$ cat src/rtl/sp_ram_arbiter.sv
// Fixed-priority arbiter sharing one single-port data RAM between a core port (0) and a
// debug port (1), with bounded waiting for port 1 and a saturating conflict counter.
module sp_ram_arbiter #(
   parameter int ADDR_WIDTH = 15,
   parameter int DATA_WIDTH = 32,
   parameter int MAX_WAIT   = 4
) (
   input  logic                    clk,
   input  logic                    rstn_i,

   input  logic                    m0_req_i,
   input  logic [ADDR_WIDTH-1:0]   m0_addr_i,
   input  logic                    m0_we_i,
   input  logic [DATA_WIDTH/8-1:0] m0_be_i,
   input  logic [DATA_WIDTH-1:0]   m0_wdata_i,
   output logic                    m0_gnt_o,
   output logic                    m0_rvalid_o,
   output logic [DATA_WIDTH-1:0]   m0_rdata_o,

   input  logic                    m1_req_i,
   input  logic [ADDR_WIDTH-1:0]   m1_addr_i,
   input  logic                    m1_we_i,
   input  logic [DATA_WIDTH/8-1:0] m1_be_i,
   input  logic [DATA_WIDTH-1:0]   m1_wdata_i,
   output logic                    m1_gnt_o,
   output logic                    m1_rvalid_o,
   output logic [DATA_WIDTH-1:0]   m1_rdata_o,

   output logic                    ram_en_o,
   output logic                    ram_we_o,
   output logic [ADDR_WIDTH-1:0]   ram_addr_o,
   output logic [DATA_WIDTH/8-1:0] ram_be_o,
   output logic [DATA_WIDTH-1:0]   ram_wdata_o,
   input  logic [DATA_WIDTH-1:0]   ram_rdata_i,

   output logic [15:0]             conflict_cnt_o
);

   localparam int WAIT_WIDTH = $clog2(MAX_WAIT + 1);
   localparam logic [WAIT_WIDTH-1:0] WAIT_LIMIT = WAIT_WIDTH'(MAX_WAIT);

   typedef enum logic {PORT0 = 1'b0, PORT1 = 1'b1} port_e;

   logic [WAIT_WIDTH-1:0] wait_q, wait_d;
   logic                  pend_q, pend_d;
   port_e                 owner_q, owner_d;
   logic [15:0]           conflict_q, conflict_d;

   // Port 1 only beats port 0 once it has been denied MAX_WAIT cycles in a row.
   always_comb begin
      // NOTE: every signal written here gets a default first, so no latch can be inferred.
      m0_gnt_o = 1'b0;
      m1_gnt_o = 1'b0;
      if (rstn_i) begin
         if (m1_req_i && (!m0_req_i || wait_q == WAIT_LIMIT)) begin
            m1_gnt_o = 1'b1;
         end else if (m0_req_i) begin
            m0_gnt_o = 1'b1;
         end
      end
   end

   always_comb begin
      ram_en_o    = m0_gnt_o | m1_gnt_o;
      ram_we_o    = 1'b0;
      ram_addr_o  = '0;
      ram_be_o    = '0;
      ram_wdata_o = '0;
      if (m1_gnt_o) begin
         ram_we_o    = m1_we_i;
         ram_addr_o  = m1_addr_i;
         ram_be_o    = m1_be_i;
         ram_wdata_o = m1_wdata_i;
      end else if (m0_gnt_o) begin
         ram_we_o    = m0_we_i;
         ram_addr_o  = m0_addr_i;
         ram_be_o    = m0_be_i;
         ram_wdata_o = m0_wdata_i;
      end
   end

   always_comb begin
      wait_d = '0;
      if (m1_req_i && !m1_gnt_o) begin
         wait_d = (wait_q == WAIT_LIMIT) ? wait_q : wait_q + 1'b1;
      end

      pend_d = ram_en_o;

      owner_d = owner_q;
      if (m1_gnt_o) begin
         owner_d = PORT1;
      end else if (m0_gnt_o) begin
         owner_d = PORT0;
      end

      conflict_d = conflict_q;
      if (m0_req_i && m1_req_i && conflict_q != 16'hFFFF) begin
         conflict_d = conflict_q + 16'd1;
      end
   end

   // Clearing pend_q on reset drops any response still in flight.
   always_ff @(posedge clk or negedge rstn_i) begin
      if (!rstn_i) begin
         wait_q     <= '0;
         pend_q     <= 1'b0;
         owner_q    <= PORT0;
         conflict_q <= '0;
      end else begin
         // NOTE: non-blocking assignments so every register samples pre-edge values.
         wait_q     <= wait_d;
         pend_q     <= pend_d;
         owner_q    <= owner_d;
         conflict_q <= conflict_d;
      end
   end

   assign m0_rvalid_o    = pend_q && (owner_q == PORT0);
   assign m1_rvalid_o    = pend_q && (owner_q == PORT1);
   assign m0_rdata_o     = ram_rdata_i;
   assign m1_rdata_o     = ram_rdata_i;
   assign conflict_cnt_o = conflict_q;

endmodule

$ cat config.mk
export PLATFORM = sky130hd
export DESIGN_NAME = sp_ram_arbiter
export DESIGN_NICKNAME = d
export VERILOG_FILES = /design/src/rtl/sp_ram_arbiter.sv
export SDC_FILE = /design/constraint.sdc
export NUM_CORES = 1
export LEC_CHECK = 0
export ABC_AREA = 1
export BUFFER_PORTS_ARGS = -buffer_cell sky130_fd_sc_hd__buf_2
export CAP_MARGIN = 20
export CORE_AREA = 2 2 109 111
export DETAILED_ROUTE_END_ITERATION = 6
export DIE_AREA = 0 0 111 113
export HOLD_SLACK_MARGIN = 0.12
export MAX_ROUTING_LAYER = met4
export PLACE_DENSITY = 0.64
export SLEW_MARGIN = 20
export SYNTH_ARGS = -nofsm -noshare
export SYNTH_HDL_FRONTEND = slang
export SYNTH_SLANG_ARGS = --single-unit
$ cat constraint.sdc
create_clock -name clk -period 2.9 [get_ports clk]
set_clock_uncertainty 0.1 [all_clocks]
set_input_delay 0.29 -clock clk [delete_from_list [all_inputs] [get_ports clk]]
set_output_delay 0.29 -clock clk [all_outputs]
set_load 0.05 [all_outputs]
# Word level (Yosys, flattened, before mapping)
# Cells that the tools add are included.
totals:
  ff_bits: 21
  latch_bits: 0
  ramBits: 0
  rom_bits: 0
  input_bits: 140
  elab_cells: 38
  memories: 0
op_classes:
  add_sub_neg: 2
  mul: 0
  div_mod_pow: 0
  magnitude_cmp: 0
  n_eq_ne: 3
  shift: 0
  n_mux: 17
  n_bitwise: 2
  n_reduce_logical: 10
op_table:
  columns: ["operator", "n"]
  rows:
  - ["32-bit 2-to-1 mux", 2]
  - ["15-bit 2-to-1 mux", 2]
  - ["16-bit by 1-bit adder with 16-bit output (second input constant)", 1]
  - ["16-bit != test (second input constant)", 1]
  - ["1-bit 2-to-1 mux", 9]
  - ["4-bit 2-to-1 mux", 2]
  - ["1-bit logical AND", 6]
  - ["3-bit 2-to-1 mux", 2]
  - ["3-bit by 1-bit adder with 3-bit output (second input constant)", 1]
  - ["3-bit equality test (second input constant)", 1]
  - ["1-bit logical NOT", 2]
  - ["2-bit != test (second input constant)", 1]
  - ["2-bit nonzero test", 1]
  - ["1-bit logical OR", 1]
  - ["1-bit NOT", 1]
  - ["1-bit bitwise OR", 1]

# Longest topological paths before layout
depth:
  depth_word: 8
  ltp_mapped: 9
  depth_no_buf: 8

# Worst setup path after synthesis
# OpenSTA, ideal clock, no wires.
synth_path:
  kind: "register to output"
  startpoint: "register wait_q[0]"
  endpoint: "output ram_addr_o[10]"
  arrival_time_ps: 1769
  setup_slack_ps: 741
  path_stages_with_launch: 9
  n_path_buf: 1
  path_cell_list: "dfrtp_1 inv_1 ha_1 nand2_1 nand2_2 a21oi_4 buf_2 nand2_1 nand2_1"
synth_via:
  elab_chain_len: 7
  elab_cells_between_ends: 9
  cone_classes: "eq/ne: 1; mux: 6; reduce/logical: 2"
synth_rtl:
  columns: ["item", "line_no", "text"]
  rows:
  - ["start: declaration", "44", "logic [WAIT_WIDTH-1:0] wait_q, wait_d;"]
  - ["start signal: assignment", "112", "wait_q <= wait_d;"]
  - ["3-bit equality test", "55", "if (m1_req_i && (!m0_req_i || wait_q == WAIT_LIMIT)) begin"]
  - ["1-bit logical OR", "55", null]
  - ["1-bit logical AND", "55", null]
  - ["1-bit 2-to-1 mux", "55", null]
  - ["1-bit 2-to-1 mux", "54", "if (rstn_i) begin"]
  - ["named net m0_gnt_o", "16", "output logic m0_gnt_o,"]
  - ["15-bit 2-to-1 mux", "74", "end else if (m0_gnt_o) begin"]
  - ["15-bit 2-to-1 mux", "69", "if (m1_gnt_o) begin"]
  - ["end: declaration", "31", "output logic [ADDR_WIDTH-1:0] ram_addr_o,"]
# The timed path passes the listed nets, and every way through them passes these cells.

# Worst setup path after layout
layout_path:
  startpoint: "input rstn_i"
  endpoint: "output ram_wdata_o[22]"
layout_via:
  elab_chain_len: 3
  elab_cells_between_ends: 4
  cone_classes: "mux: 4"
layout_rtl:
  columns: ["item", "line_no", "text"]
  rows:
  - ["start: declaration", "9", "input logic rstn_i,"]
  - ["1-bit 2-to-1 mux", "54", null]
  - ["32-bit 2-to-1 mux", "74", null]
  - ["32-bit 2-to-1 mux (*)", "69", null]
  - ["end: declaration", "33", "output logic [DATA_WIDTH-1:0] ram_wdata_o,"]
# Mark *: on every way between the ends. The rest lies on a longest branch, timed or not.

==> flow_summary.ini <==
[synth]
yosys.area_share.adder_pct = 1.561
synth.avg_cell_area_um2 = 5.923
syn_area_um2 = 2405
ys.flop_type = dfrtp_1
synth_top_cell_by_area = nand2_1
synth_top_family_by_area = simple AND/OR/NAND/NOR gates
seq_area_frac_synth_pct = 21.85
synth-compound-area-share_pct = 2.185
ys_ff_latch = 21
synth_simple_gate_area_share_pct = 45.94
synth-xor-area-share_pct = 3.278
yosys_warnings = 0
synth_edf_count = 0
netlist_instances = 406
ys_types = 23
yosys-top-cells-area = nand2_1 36%, dfrtp_1 22%, buf_4 20%
synth_mux_area_share_pct = 0
synth_top_area_share_pct = 36.06
synth_fp_nets = 549
async_flop_share_pct = 100.0

[worst_setup_path]
endpoint = ram_wdata_o[22]
cp_common_cell = nand2_1
crit_required_ns = 2.51
start_kind = input pin
reg2reg_setup_slack_ns = 0.97
worstPathMaxFanout = 37
slowest_delay_ns = 0.54
arrival_ns = 2.29
end_kind = output pin
slowest_stage = dlygate4sd3_1
startpoint = rstn_i
timing.rr.end = conflict_cnt_o[11]
crit_type = in -> out
crit_chain = dlygate4sd3_1 > buf_2 > nand2_1 > a21oi_4 > buf_4 > nand2_1 > nand2_1 > buf_2
r2r_cells = 8
r2r_start = conflict_cnt_o[0]

[floorplanning]
die-area_um2 = 12540
die_w_um = 111
start_util_pct = 21.33
core-area_um2 = 11270
die_h_um = 113
num_rows = 39
ioPinCount = 277

[global_route]
overflow = 0
grt_first_pass_wirelength_um = 14080
grt_pass1_vias = 2633
grt_start_max_net_pins = 38
grt.total_usage_pct = 14.51
antenna_found_initial = 0

[routing]
routed_wirelength_um = 9307
via_count = 2726
wl_per_cell_um = 14.06
drt_pass1_iterations = 4
drcViolationCount = 0
ant_nets = 0
drt-initial-drc-count = 101
vias_per_cell = 4.118

[clocking]
path_clk_slew_ns = 0.06
cts_tree = built
htreeDepth = 1
clk_path_buf_depth = 2
cts_buffers = 3
root_buffer = clkbuf_16
clock-sinks = 21
clk_latency_ns = 0.26

[finish]
layout_common_cells = 231 x nand2_1, 180 x buf_2, 21 x dfrtp_1, 20 x nor2_1, 14 x inv_1
drive_above_1_share_pct = 37.96
nets = 663
fillers = 1309
mostFrequentLayoutCell = nand2_1
synthToLayoutAreaGrowth_pct = 27.52
diodes = 0

[timing]
max_slew_margin_pct = 51.00
slew_viol_final = 0
setup_viol = 0
whs_ns = 0.2767
fmax_mhz = 373.1
hold_violations = 0
tightestPinTransition_ns = 0.7322
fin_crit_sh_pct = 92.42
rsz0062_at_grt = no
setup_tns_ns = 0
timing.final.crit_period_ns = 2.680

[placed_design]
place.detailed.hpwl_um = 7863
gp_congestion = 0.8844
io_buffers = 180

[hold_path]
hold_path_class = in -> reg
min_from = m1_req_i

[power_and_ir_drop]
vdd_drop_max_uv = 286.3
power_density_nw_per_um2 = 420.7
p_leak_nw = 1.917
total_power_mw = 1.290

[outcome]
status = complete, no violations

[flow_run]
cap_violations = 0
-- report_power, final --
part	total (mW)	switching [mW]	internal (mW)
clock	0.295	0.108	0.187
combinational	0.621	0.451	0.170
sequential	0.374	0.0470	0.327
-- layout make-up --
cell class | count | area (um^2) | area share [%]
tap | 143 | 178.9 | 5.834
timing repair buffer | 185 | 953.4 | 31.09
sequential | 21 | 525.5 | 17.14
multi-input combinational | 294 | 1274 | 41.53
inverter | 15 | 56.30 | 1.836
clock buffer | 4 | 78.83 | 2.570
-- per-stage QoR --
stage          setup slack, ns  cell area [um^2]  instances  util, %
6_report                0.2197              3067        662    27.21
5_1_grt                0.04087              3067        662    27.21
4_1_cts                 0.1895              3067        662    27.21
3_5_place_dp            0.4766              2978        657    26.42
3_3_place_gp            0.5565              2978        657    26.42
2_1_floorplan           0.7409              2405        406        -
-- registers in the layout, indices dropped and copies added, names as in the netlist --
| register | count |
|---|---|
| wait_q | 3 |
| owner_q | 1 |
| pend_q | 1 |
| conflict_cnt_o | 16 |
-- worst min path at each step --
stage,endpoint,depth (start not counted)
floorplan,conflict_cnt_o[0],0
global placement,wait_q[0],1
detailed placement,wait_q[1],1
CTS,wait_q[1],3
global route,wait_q[1],3
finish,wait_q[1],3
-- worst max-delay path, delay by kind of cell --
| family | cells | cell delay, ns |
|---|---|---|
| compound gates | 1 | 0.13 |
| simple gates | 3 | 0.45 |
| buf+inv | 4 | 1.40 |
-- cell families after synthesis --
kind of cell | Yosys count
buf+inv | 91
flops | 21
compound gates | 6
fa+ha+maj | 3
simple gates | 276
xor+xnor | 9
-- per-layer routing --
metal	up-vias	GRT usage (%)	wire [um]	part of all wire [%]
met1	1137	17.49	3893	42
met4	0	2.083	89	0.96
met2	189	24.05	4315	46
li1	1389	-	-	-
met3	11	5.142	1010	11
met5	-	-	0	0
-- synthesized netlist by cell type (all sizes together) (4+ instances only) --
library cell,n
buf,76
dfrtp,21
inv,15
nand2,234
nand3,10
nand4,5
nor2,23
xnor2,4
xor2,5
-- what timing repair did --
| item | 4_1_cts | 5_1_grt |
|---|---|---|
| hold endpoints to repair | 21 | 0 |
| hold buffers | 1 | 0 |
| gates resized for setup | 0 | 0 |
| setup buffers | 0 | 0 |
Note: power is estimated with default switching activity, not from simulation.
